[src/rtl/muldiv_scheduler_if.sv]
// Connection between muldiv_scheduler (master) and the external multi-cycle mult/div unit (slave).
// The scheduler drives start, operation and operands; the unit returns the HI/LO result words.
interface muldiv_scheduler_if;
  logic        md_start;
  logic [1:0]  md_op;
  logic [31:0] md_a;
  logic [31:0] md_b;
  logic [31:0] md_hi;
  logic [31:0] md_lo;

  modport master (output md_start, md_op, md_a, md_b, input md_hi, md_lo);
  modport slave  (input md_start, md_op, md_a, md_b, output md_hi, md_lo);
endinterface

[src/rtl/muldiv_scheduler.sv]
// Schedules MULT/MULTU/DIV/DIVU on the shared mult/div unit and owns HI/LO.
// Define MULDIV_FWD_EN to serve MFHI/MFLO straight from the unit during write-back.
module muldiv_scheduler #(
  parameter int MULT_LAT = 4,
  parameter int DIV_LAT  = 32
) (
  input  logic                clock,
  input  logic                reset_n,
  input  logic                valid_in,
  input  logic [5:0]          opcode_in,
  input  logic [5:0]          func_in,
  input  logic [31:0]         rs_val,
  input  logic [31:0]         rt_val,
  output logic                stall_out,
  muldiv_scheduler_if.master  md,
  output logic                mf_valid_out,
  output logic [31:0]         mf_data_out,
  output logic                busy_out,
  output logic                div_zero_out
);

  localparam int MAX_LAT = (MULT_LAT > DIV_LAT) ? MULT_LAT : DIV_LAT;
  localparam int CW      = $clog2(MAX_LAT + 1);

  localparam logic [1:0] S_IDLE = 2'd0;
  localparam logic [1:0] S_RUN  = 2'd1;
  localparam logic [1:0] S_WB   = 2'd2;

  localparam logic [CW-1:0] MULT_LOAD = CW'(MULT_LAT - 1);
  localparam logic [CW-1:0] DIV_LOAD  = CW'(DIV_LAT - 1);

  logic [1:0]    r_state;
  logic [CW-1:0] r_cnt;
  logic [31:0]   r_hi;
  logic [31:0]   r_lo;
  logic [31:0]   r_md_a;
  logic [31:0]   r_md_b;
  logic [1:0]    r_md_op;
  logic          r_md_start;
  logic          r_div_zero;

  logic w_is_r, w_is_md, w_is_mfhi, w_is_mflo, w_is_mf;
  logic w_idle, w_mf_ok, w_md_acc, w_div_zero, w_md_go;

  assign w_is_r    = valid_in && (opcode_in == 6'b000000);
  assign w_is_md   = w_is_r && (func_in[5:2] == 4'b0110);
  assign w_is_mfhi = w_is_r && (func_in == 6'b010000);
  assign w_is_mflo = w_is_r && (func_in == 6'b010010);
  assign w_is_mf   = w_is_mfhi || w_is_mflo;
  assign w_idle    = (r_state == S_IDLE);

`ifdef MULDIV_FWD_EN
  assign w_mf_ok = w_idle || (r_state == S_WB);
`else
  assign w_mf_ok = w_idle;
`endif

  assign stall_out  = (w_is_md && !w_idle) || (w_is_mf && !w_mf_ok);
  assign w_md_acc   = w_is_md && w_idle;
  // A divide by zero never reaches the unit; HI/LO keep their old contents.
  assign w_div_zero = w_md_acc && func_in[1] && (rt_val == 32'd0);
  assign w_md_go    = w_md_acc && !w_div_zero;

  assign mf_valid_out = w_is_mf && w_mf_ok;
  assign busy_out     = !w_idle;
  assign div_zero_out = r_div_zero;

  assign md.md_start = r_md_start;
  assign md.md_op    = r_md_op;
  assign md.md_a     = r_md_a;
  assign md.md_b     = r_md_b;

  // NOTE: every always_comb output gets a default first so no path leaves it unassigned (no latch).
  always_comb begin
    mf_data_out = 32'd0;
    if (mf_valid_out) begin
`ifdef MULDIV_FWD_EN
      if (r_state == S_WB) mf_data_out = w_is_mfhi ? md.md_hi : md.md_lo;
      else                 mf_data_out = w_is_mfhi ? r_hi : r_lo;
`else
      mf_data_out = w_is_mfhi ? r_hi : r_lo;
`endif
    end
  end

  // NOTE: state uses non-blocking assignments so every register samples pre-edge values.
  always_ff @(posedge clock or negedge reset_n) begin
    if (!reset_n) begin
      r_state    <= S_IDLE;
      r_cnt      <= '0;
      r_hi       <= 32'd0;
      r_lo       <= 32'd0;
      r_md_a     <= 32'd0;
      r_md_b     <= 32'd0;
      r_md_op    <= 2'b00;
      r_md_start <= 1'b0;
      r_div_zero <= 1'b0;
    end else begin
      r_md_start <= w_md_go;
      r_div_zero <= w_div_zero;
      case (r_state)
        S_IDLE: begin
          if (w_md_go) begin
            r_md_a  <= rs_val;
            r_md_b  <= rt_val;
            r_md_op <= func_in[1:0];
            r_cnt   <= func_in[1] ? DIV_LOAD : MULT_LOAD;
            r_state <= S_RUN;
          end
        end
        S_RUN: begin
          if (r_cnt == '0) r_state <= S_WB;
          else             r_cnt   <= r_cnt - CW'(1);
        end
        S_WB: begin
          r_hi    <= md.md_hi;
          r_lo    <= md.md_lo;
          r_state <= S_IDLE;
        end
        default: r_state <= S_IDLE;
      endcase
    end
  end

endmodule

[src/flat_wrapper.sv]
// flat-port wrapper written by rule: the top's interface ports become plain ports
module muldiv_scheduler_flat 
#(
  parameter int MULT_LAT = 4,
  parameter int DIV_LAT  = 32
)
  (clock, reset_n, valid_in, opcode_in, func_in, rs_val, rt_val, stall_out, mf_valid_out, mf_data_out, busy_out, div_zero_out, md_md_start, md_md_op, md_md_a, md_md_b, md_md_hi, md_md_lo);
  muldiv_scheduler_if md_i ();
  input  logic clock;
  input  logic reset_n;
  input  logic valid_in;
  input  logic [5:0] opcode_in;
  input  logic [5:0] func_in;
  input  logic [31:0] rs_val;
  input  logic [31:0] rt_val;
  output logic stall_out;
  output logic mf_valid_out;
  output logic [31:0] mf_data_out;
  output logic busy_out;
  output logic div_zero_out;
  output wire logic [$bits(md_i.md_start)-1:0] md_md_start;
  output wire logic [$bits(md_i.md_op)-1:0] md_md_op;
  output wire logic [$bits(md_i.md_a)-1:0] md_md_a;
  output wire logic [$bits(md_i.md_b)-1:0] md_md_b;
  input wire logic [$bits(md_i.md_hi)-1:0] md_md_hi;
  input wire logic [$bits(md_i.md_lo)-1:0] md_md_lo;
  assign md_md_start = md_i.md_start;
  assign md_md_op = md_i.md_op;
  assign md_md_a = md_i.md_a;
  assign md_md_b = md_i.md_b;
  assign md_i.md_hi = md_md_hi;
  assign md_i.md_lo = md_md_lo;
  muldiv_scheduler #(.MULT_LAT(MULT_LAT), .DIV_LAT(DIV_LAT)) u_core (.clock(clock), .reset_n(reset_n), .valid_in(valid_in), .opcode_in(opcode_in), .func_in(func_in), .rs_val(rs_val), .rt_val(rt_val), .stall_out(stall_out), .md(md_i), .mf_valid_out(mf_valid_out), .mf_data_out(mf_data_out), .busy_out(busy_out), .div_zero_out(div_zero_out));
endmodule
[config.mk]
export PLATFORM = sky130hd
export DESIGN_NAME = muldiv_scheduler_flat
export DESIGN_NICKNAME = d
export VERILOG_FILES = /design/src/rtl/muldiv_scheduler_if.sv /design/src/rtl/muldiv_scheduler.sv /design/src/flat_wrapper.sv
export SDC_FILE = /design/constraint.sdc
export NUM_CORES = 1
export LEC_CHECK = 0
export CORE_MARGIN = 3
export CORE_UTILIZATION = 25
export CTS_BUF_LIST = sky130_fd_sc_hd__clkbuf_8
export DETAILED_ROUTE_END_ITERATION = 16
export GPL_TIMING_DRIVEN = 0
export HOLD_SLACK_MARGIN = 0.03
export PLACE_DENSITY = 0.63
export SYNTH_ARGS = -nofsm -noshare
export SYNTH_HDL_FRONTEND = slang
export SYNTH_SLANG_ARGS = --single-unit
[constraint.sdc]
create_clock -name clock -period 4.93 [get_ports clock]
set_input_delay 0.7395 -clock clock [delete_from_list [all_inputs] [get_ports clock]]
set_output_delay 0.7395 -clock clock [all_outputs]
set_load 0.05 [all_outputs]
=== Word level (Yosys, flattened, before mapping) ===
Index checks and enable logic that the tools add are counted.

* Register bits after elaboration: 140
* Output and inout port bits: 103
* Logic and storage cells: 50

* $add $sub $neg: 1
* Eq/ne operators: 8
* Mux-type cells: 9
* Reduce and logical (&&, ||, !) cells: 23

{| class="wikitable"
|+ Operators by type and width
! kind !! count
|-
| 32-bit 2-to-1 mux || 2
|-
| 32-bit logical NOT || 1
|-
| 6-bit by 5-bit == test with 1-bit output, second input constant || 2
|-
| 6-bit logical NOT || 2
|-
| 6-bit 2-to-1 mux || 2
|-
| 6-bit case mux with 2 select lines || 1
|-
| 1-bit logical AND || 11
|-
| 6-bit by 1-bit subtractor with 6-bit output, second input constant || 1
|-
| 5-bit 2-to-1 mux || 1
|-
| 4-bit by 3-bit == test with 1-bit output, second input constant || 1
|-
| 2-bit 2-to-1 mux || 2
|-
| 2-bit inequality test, second input constant || 2
|-
| 2-bit case mux with 2 select lines || 1
|-
| 2-bit AND reduction || 2
|-
| 3-bit AND reduction || 1
|-
| 2-bit by 1-bit == test with 1-bit output, second input constant || 1
|-
| 2-bit == test, second input constant || 1
|-
| 1-bit logical NOT || 2
|-
| 2-bit logical NOT || 1
|-
| 1-bit logical OR || 2
|-
| 2-bit by 1-bit inequality test with 1-bit output, second input constant || 1
|-
| 2-bit nonzero test || 1
|}

=== Longest topological paths before layout ===
Gate-level depths: netlist (run 1).

* Depth in word-level cells: 10
* Depth in mapped cells: 8

=== Worst setup path before layout (run 1) ===
Ideal clock, no wire load.

* Kind: input -> output
* Start point: input port opcode_in[5]
* End point: output port mf_data_out[22]
* Arrival time: 2.759 ns
* Path slack: 1.432 ns
* Stages: 6
* Path buffers: 2
* Path through: nor4b_1 > nand3_1 > or4_1 > clkbuf_1 > clkbuf_1 > a21oi_1

* Cells in the longest elaborated chain, start to end: 6

{| class="wikitable"
|+ Ends and longest elaborated chain
! element !! line !! source
|-
| start: declaration || flat_wrapper.sv:12 || <nowiki>input logic [5:0] opcode_in;</nowiki>
|-
| 6-bit logical NOT * || muldiv_scheduler.sv:45 || <nowiki>assign w_is_r = valid_in && (opcode_in == 6'b000000);</nowiki>
|-
| 1-bit logical AND * || muldiv_scheduler.sv:45 ||
|-
| 1-bit logical AND, on equally long branches || muldiv_scheduler.sv:47, muldiv_scheduler.sv:48 ||
|-
| 1-bit logical OR || muldiv_scheduler.sv:49 || <nowiki>assign w_is_mf = w_is_mfhi || w_is_mflo;</nowiki>
|-
| 1-bit logical AND || muldiv_scheduler.sv:64 || <nowiki>assign mf_valid_out = w_is_mf && w_mf_ok;</nowiki>
|-
| 32-bit 2-to-1 mux * || muldiv_scheduler.sv:76 || <nowiki>if (mf_valid_out) begin</nowiki>
|-
| end: declaration || flat_wrapper.sv:18 || <nowiki>output logic [31:0] mf_data_out;</nowiki>
|}

Every way passes the cells marked *; elsewhere a longest branch is shown, timed or not.

=== Worst setup path in the final report (run 1) ===
* Start point: input port opcode_in[3]
* End point: output port mf_data_out[7]

The elaborated chain is that of the path after synthesis.

==> results of run 1 <==
==> timing repair <==
action | in CTS | in global routing
gates cloned | 0 | 0
gates resized for setup | 2 | 15
setup endpoints to repair | 30 | 19
pin swaps | 0 | 0
==> metal layers <==
metal	up-vias	GRT usage (%)	part of all wire (%)
met2	144	24.22	49
met4	0	5.452	2.3
met5	-	0	0
met3	25	4.422	5.0
li1	2421	-	-
met1	2358	17.81	44
==> layout make-up <==
| cell class | count | share of cell area (%) |
|---|---|---|
| sequential | 140 | 38.02 |
| timing repair buffer | 246 | 27.25 |
| multi-input combinational | 390 | 24.23 |
| tap | 313 | 4.250 |
| clock buffer | 18 | 2.689 |
| clock inverter | 14 | 1.711 |
| buffer | 33 | 1.575 |
| inverter | 6 | 0.2444 |
| antenna | 1 | 0.02716 |
==> state kept, by name, indices dropped and copies added, names as in the netlist <==
signal	count
u_core.div_zero_out	1
u_core.md.md_a	32
u_core.md.md_b	32
u_core.md.md_op	2
u_core.md.md_start	1
u_core.r_cnt	6
u_core.r_hi	32
u_core.r_lo	32
u_core.r_state	2
==> critical path, delay by kind of cell <==
kind                   cells  cell delay (ns)
AND/OR/NAND/NOR            3             1.16
AO/OA/AOI/OAI              1             0.20
buffers and inverters      4             1.78
==> synth_stat cells, types with 2 or more instances <==
cell,n
mux2_2,64
inv_1,6
buf_4,2
ha_1,2
nor2b_1,4
a21oi_1,33
nand3_1,5
nor2_1,5
a22o_1,13
dfrtp_1,140
nor4b_1,2
or4_1,2
nand4_1,2
clkbuf_1,21
a31oi_1,2
nor4_1,8
nor3_1,4
nand2_1,225
o21ai_0,6
buf_2,10
==> cell families (layout without fill, tap and decap cells) <==
logic type | after synthesis | after routing | share of synthesized area, %
AND/OR/NAND/NOR | 264 | 264 | 18.40
flip-flops | 140 | 140 | 59.57
multiplexers | 65 | 65 | 12.43
AO/OA/AOI/OAI | 57 | 57 | 6.043
buffers and inverters | 39 | 317 | 2.830
adder cells (fa/ha/maj) | 2 | 2 | 0.4255
XOR/XNOR | 2 | 2 | 0.2979
other | 0 | 1 | 0
==> stage by stage <==
step                      setup WS, ns  std cells  cell area, µm²  util, %  total power, mW
after floorplan                  1.432        569            5881        -            1.630
final                           0.3075       1161            9214    40.33            2.794
after global routing            0.1340       1161            9214    40.33            2.964
after global placement          -2.940       1127            8725    38.19            1.833
after CTS                     0.008288       1160            9174    40.15            2.849
after detailed placement       -0.1477       1128            8753    38.31            1.850
==> worst max-delay path by stage <==
| stage | from | end | slack, ns | cells past startpoint |
|---|---|---|---|---|
| after floorplan | opcode_in[5] | mf_data_out[22] | 1.43 | 6 |
| after global placement | reset_n | u_core.md.md_a[22] | -2.94 | 1 |
| after detailed placement | func_in[2] | mf_data_out[25] | -0.15 | 8 |
| after CTS | opcode_in[3] | mf_data_out[25] | 0.008 | 8 |
| after global routing | opcode_in[3] | mf_data_out[9] | 0.13 | 8 |
| final | opcode_in[3] | mf_data_out[7] | 0.31 | 8 |
==> power by group <==
part	switching, mW	internal, mW	leakage, nW
clock network	0.498	0.473	0.191
registers	0.0802	1.29	1.93
logic	0.191	0.261	2.21
==> impl_results.rst, run 1 <==
.. list-table::
   :header-rows: 1

   * - Metric
     - Value
   * - Starting utilization of the core area
     - 25.74%
   * - Largest vdd supply drop
     - 177.7 µV
   * - Capture instance of the worst register-to-register path
     - u_core.md.md_a[4]
   * - Outcome
     - finished clean
   * - Clk_skew
     - 0.01301 ns
   * - Max H-tree Level
     - 4
   * - Worst slew margin relative to its limit
     - 47.12%
   * - Wire length reported by the detailed router
     - 18260 µm
   * - Hold_buf cts
     - 0
   * - Vias in the first global route
     - 5225
   * - DIE WIDTH
     - 159.4 µm
   * - Number of buffers added on ports
     - 245
   * - Max Clock Freq
     - 216.3 MHz
   * - Worst R2R Start
     - u_core.r_state[0]
   * - Sum of net half-perimeters after detailed placement
     - 13460 µm
   * - Type of element launching the critical path
     - input pin
   * - Setup repair after global routing missed its margin
     - false
   * - Hold violation count in the final report
     - 0
   * - R2R setup slack
     - 2.87 ns
   * - Worst-case hold slack
     - 0.2428 ns
   * - Maximum buffer depth of the clock tree
     - 2
   * - Gate Count Post-Synth
     - 569
   * - Area of the multi-input gates
     - 0.002232 mm²
   * - FILL cells
     - 2314
   * - Cell chosen for the clock root
     - clkbuf_8
   * - Global-route congestion overflow total
     - 0
   * - IO Pins
     - 246
   * - Via count of the routed design
     - 4948
   * - Largest net degree at the start of global routing
     - 87
   * - Static leakage
     - 4.334 nW
   * - Total Die Area
     - 0.02540 mm²
   * - Detailed router's first-iteration violation count
     - 260
   * - Buffers inserted during post-CTS setup optimization
     - 0
   * - Number of enable flip-flop cells after synthesis
     - 0
   * - Layout-stage area growth over the synthesis result
     - 56.68%
   * - Share of final-layout standard cells stronger than drive strength 1
     - 13.70%
   * - Total of flip-flops plus latches after synthesis
     - 140
   * - Clk_lat worst skew
     - 0.44 ns
   * - Setup TNS after final layout
     - 0 ns
   * - TritonCTS clock tree
     - done
   * - Average cell area after synthesis
     - 10.34 µm²
   * - Final weighted congestion of routability-driven global placement
     - 0.7947
   * - Synth top area cells
     - dfrtp_1 60%, nand2_1 14%, mux2_2 12%
   * - Max-capacitance violation count
     - 0
   * - Antenna violation net count after detailed routing
     - 0
   * - Crit path max fanout
     - 10
   * - Slowest library cell on the worst path
     - clkdlybuf4s50_1
   * - Combined flip-flop and latch cell area
     - 0.003503 mm²
   * - Row cnt
     - 55
   * - Placeable Area
     - 0.02285 mm²
   * - Netlist cell types
     - 33
   * - Proportion of register bits with asynchronous set or reset after synthesis
     - 100.0%
   * - Number of antenna violations at the first check in global routing
     - 1
   * - Via density per instance
     - 4.262
   * - Setup-violating endpoint count in the final report
     - 0
   * - Routed wirelength normalized by instance count
     - 15.72 µm
   * - Required time at the worst-slack endpoint
     - 4.19 ns
   * - Post-route DRC
     - 0
   * - Synthesized net count
     - 714
   * - Cell area after synthesis
     - 0.005881 mm²
   * - Largest area contributor in the synthesized netlist
     - dfrtp_1
   * - Global-route wire length before repair
     - 29150 µm
   * - Tightest Hold Check Type
     - input pin to async pin
   * - Floorplan die height
     - 159.4 µm
   * - Clock transition at the registers of the reported paths
     - 0.09 ns
   * - Area fraction of the dominant cell type after synthesis
     - 59.57%
   * - Logic depth of the worst register-to-register path
     - 8
   * - Least-Margin Pin Slew
     - 0.7846 ns
   * - Net total in the final layout
     - 979
   * - Time the worst path needs with I/O delays and setup
     - 4.622 ns
   * - Initial DRT Pass Iterations
     - 4
   * - Most frequent cells in the layout
     - 232 x clkdlybuf4s50_1, 225 x nand2_1, 140 x dfrtp_1, 64 x mux2_2, 33 x a21oi_1
   * - Seq/Total Area, Yosys
     - 59.57%
   * - Ys flop type
     - dfrtp_1
   * - Max-slew violation count
     - 0
   * - Cell Chain, Critical Path
     - clkdlybuf4s50_1 -> nor4_2 -> nand3_1 -> or4_1 -> clkbuf_1 -> clkbuf_1 -> a21oi_1 -> clkdlybuf4s50_1
   * - Yosys warns
     - 0
   * - CP Capture Type
     - output port
   * - Aggregate global-route resource usage
     - 14.55%
   * - Final period util
     - 93.76%
   * - Arrival time of data at the critical path endpoint
     - 3.88 ns
   * - Critical path start-end classification
     - input pin to output port
   * - Largest incremental delay on the critical path
     - 0.85 ns
   * - Commonest non-fill, non-tap cell in the layout
     - clkdlybuf4s50_1
   * - Count of clock tree sinks
     - 140
   * - Cell area power density
     - 303.2 mW/mm²
   * - Number of buffers added by the clock tree synthesis step
     - 17
Power figures use the tool's default switching activity.
==> inputs of run 2 (changes only) <==
--- a/config.mk
+++ b/config.mk
@@ -5,6 +5,7 @@
 export SDC_FILE = /design/constraint.sdc
 export NUM_CORES = 1
 export LEC_CHECK = 0
+export CORE_ASPECT_RATIO = 0.9
 export CORE_MARGIN = 3
 export CORE_UTILIZATION = 25
 export CTS_BUF_LIST = sky130_fd_sc_hd__clkbuf_8
==> run 2 against run 1 <==
Against the previous run:
- cell count decreased by 1.5%
- clock skew fell by 0.0011 ns
- sequential cell count stayed put
==> impl_results.rst, run 2 (synthesized netlist as in run 1, its figures left out) <==
.. list-table::
   :header-rows: 1

   * - Metric
     - Value
   * - Outcome
     - finished clean
   * - Antenna diodes
     - 0 (-1)
   * - DIE WIDTH
     - 167.7 µm (+5.2%)
   * - Static leakage
     - 4.123 nW (-4.9%)
   * - Hold violation count in the final report
     - 0 (unchanged)
   * - Total Die Area
     - 0.02540 mm² (about the same)
   * - Required time at the worst-slack endpoint
     - 4.19 ns (about the same)
   * - Vias in the first global route
     - 5114 (-2.1%)
   * - Via count of the routed design
     - 4946 (-0.040%)
   * - Count of clock tree sinks
     - 140 (unchanged)
   * - Number of buffers added on ports
     - 245 (unchanged)
   * - Sum of net half-perimeters after detailed placement
     - 13320 µm (-1.1%)
   * - Largest net degree at the start of global routing
     - 85 (-2.3%)
   * - Net total in the final layout
     - 979 (unchanged)
   * - Max H-tree Level
     - 4 (unchanged)
   * - Cell chosen for the clock root
     - clkbuf_8
   * - Time the worst path needs with I/O delays and setup
     - 4.764 ns (+0.1413 ns)
   * - FILL cells
     - 2300 (-0.61%)
   * - Global-route wire length before repair
     - 28370 µm (-2.7%)
   * - CP Capture Type
     - output port
   * - Utilization after layout
     - 40.19% (-0.14 points)
   * - Max-capacitance violation count
     - 0 (unchanged)
   * - Placeable Area
     - 0.02277 mm² (-0.33%)
   * - Clock transition at the registers of the reported paths
     - 0.08 ns (about the same)
   * - Max-slew violation count
     - 0 (unchanged)
   * - Number of antenna violations at the first check in global routing
     - 0 (-1)
   * - Clk_lat worst skew
     - 0.44 ns (about the same)
   * - Arrival time of data at the critical path endpoint
     - 4.02 ns (+0.14 ns)
   * - Layout-stage area growth over the synthesis result
     - 55.62%
   * - Setup repair after global routing missed its margin
     - false
   * - Crit path max fanout
     - 10 (unchanged)
   * - TritonCTS clock tree
     - done
   * - Floorplan die height
     - 151.5 µm (-4.9%)
   * - Final period util
     - 96.63% (+2.9 points)
   * - Worst-case hold slack
     - 0.3524 ns (+0.1096 ns)
   * - Routed wirelength normalized by instance count
     - 15.73 µm (about the same)
   * - Post-route DRC
     - 0 (unchanged)
   * - Row cnt
     - 52 (-5.5%)
   * - Logic depth of the worst register-to-register path
     - 8 (unchanged)
   * - Type of element launching the critical path
     - input pin
   * - Slowest library cell on the worst path
     - clkdlybuf4s50_1
   * - IO Pins
     - 246 (unchanged)
   * - Clk_skew
     - 0.01187 ns (-0.001137 ns)
   * - Hold_buf cts
     - 0 (unchanged)
   * - Number of buffers added by the clock tree synthesis step
     - 17 (unchanged)
   * - Buffers inserted during post-CTS setup optimization
     - 0 (unchanged)
   * - Via density per instance
     - 4.323 (+1.4%)
   * - Largest vdd supply drop
     - 164.8 µV (-7.2%)
   * - Global-route congestion overflow total
     - 0 (unchanged)
   * - Starting utilization of the core area
     - 25.82% (+0.085 points)
   * - Cell Chain, Critical Path
     - clkdlybuf4s50_1 -> nor4b_1 -> nand3_1 -> or4_1 -> clkbuf_1 -> clkbuf_1 -> a21oi_1 -> clkdlybuf4s50_1
   * - Share of final-layout standard cells stronger than drive strength 1
     - 13.46% (-0.24 points)
   * - Worst slew margin relative to its limit
     - 46.74% (-0.38 points)
   * - Antenna violation net count after detailed routing
     - 0 (unchanged)
   * - Least-Margin Pin Slew
     - 0.7989 ns (+0.01429 ns)
   * - Commonest non-fill, non-tap cell in the layout
     - clkdlybuf4s50_1
   * - Combined flip-flop and latch cell area
     - 0.003503 mm² (unchanged)
   * - Critical path start-end classification
     - input pin to output port
   * - Final weighted congestion of routability-driven global placement
     - 0.7829 (-1.5%)
   * - Area of the multi-input gates
     - 0.002211 mm² (-0.95%)
   * - Maximum buffer depth of the clock tree
     - 2 (unchanged)
   * - Tightest Hold Check Type
     - input pin to async pin
   * - Aggregate global-route resource usage
     - 14.30% (-0.25 points)
   * - Detailed router's first-iteration violation count
     - 252 (-3.1%)
   * - Initial DRT Pass Iterations
     - 4 (unchanged)
   * - Most frequent cells in the layout
     - 244 x clkdlybuf4s50_1, 225 x nand2_1, 140 x dfrtp_1, 64 x mux2_2, 33 x a21oi_1
   * - Setup-violating endpoint count in the final report
     - 0 (unchanged)
   * - Max Clock Freq
     - 209.9 MHz (-3.0%)
   * - Wire length reported by the detailed router
     - 18000 µm (-1.4%)
   * - Cell area power density
     - 306.8 mW/mm² (+1.2%)
   * - Largest incremental delay on the critical path
     - 0.85 ns (about the same)
-- run 2: final timing paths --
| check | startpoint | end | slack, ns |
|---|---|---|---|
| setup / recovery | opcode_in[5] | mf_data_out[9] | 0.17 |
| hold / removal | reset_n | u_core.r_lo[30] | 0.35 |
| setup reg to reg | u_core.r_state[0] | u_core.md.md_a[28] | 2.87 |
| hold reg to reg | u_core.md.md_b[4] | u_core.md.md_b[4] | 0.47 |
| max in group asynchronous | reset_n | u_core.md.md_b[27] | 3.82 |
| min in group clock | u_core.md.md_b[4] | u_core.md.md_b[4] | 0.47 |
-- run 2: worst max-delay path: cells and delay by family --
kind	cells	cell delay, ns
buf+inv	4	1.81
simple gates	3	1.18
compound gates	1	0.31
-- run 2: report_power, final --
part,internal (mW),switching [mW],total (mW)
registers,1.29,0.0809,1.37
clock network,0.516,0.471,0.987
logic,0.260,0.189,0.449
total,2.07,0.740,2.81
-- run 2: metrics by stage --
stage	cell area, µm²	setup TNS (ns)	setup slack, ns	cells	power (mW)
3_5_place_dp	8733	0	0.2050	1112	1.849
6_report	9151	0	0.1662	1144	2.808
2_1_floorplan	5881	0	1.432	569	1.630
5_1_grt	9151	0	0.00004352	1144	2.975
3_3_place_gp	8705	-392.80	-2.819	1111	1.831
4_1_cts	9150	0	0.2103	1144	2.861
-- run 2: what timing repair did --
| action | CTS | global route |
|---|---|---|
| resized for setup | 0 | 3 |
| hold endpoints to repair | 0 | 0 |
| setup endpoints to repair | 0 | 3 |
-- run 2: area by class of cell --
cell class | instances | share of cell area [%]
buffer | 33 | 1.586
clock buffer | 18 | 2.707
clock inverter | 14 | 1.846
inverter | 6 | 0.2461
multi-input combinational | 390 | 24.16
sequential | 140 | 38.28
tap | 297 | 4.061
timing repair buffer | 246 | 27.11
-- run 2: layer usage --
metal	wire (µm)	GRT usage (%)	up-vias
met2	8677	23.62	148
li1	-	-	2421
met5	0	0	-
met1	8146	18.78	2360
met3	850	3.165	17
met4	324	4.785	0
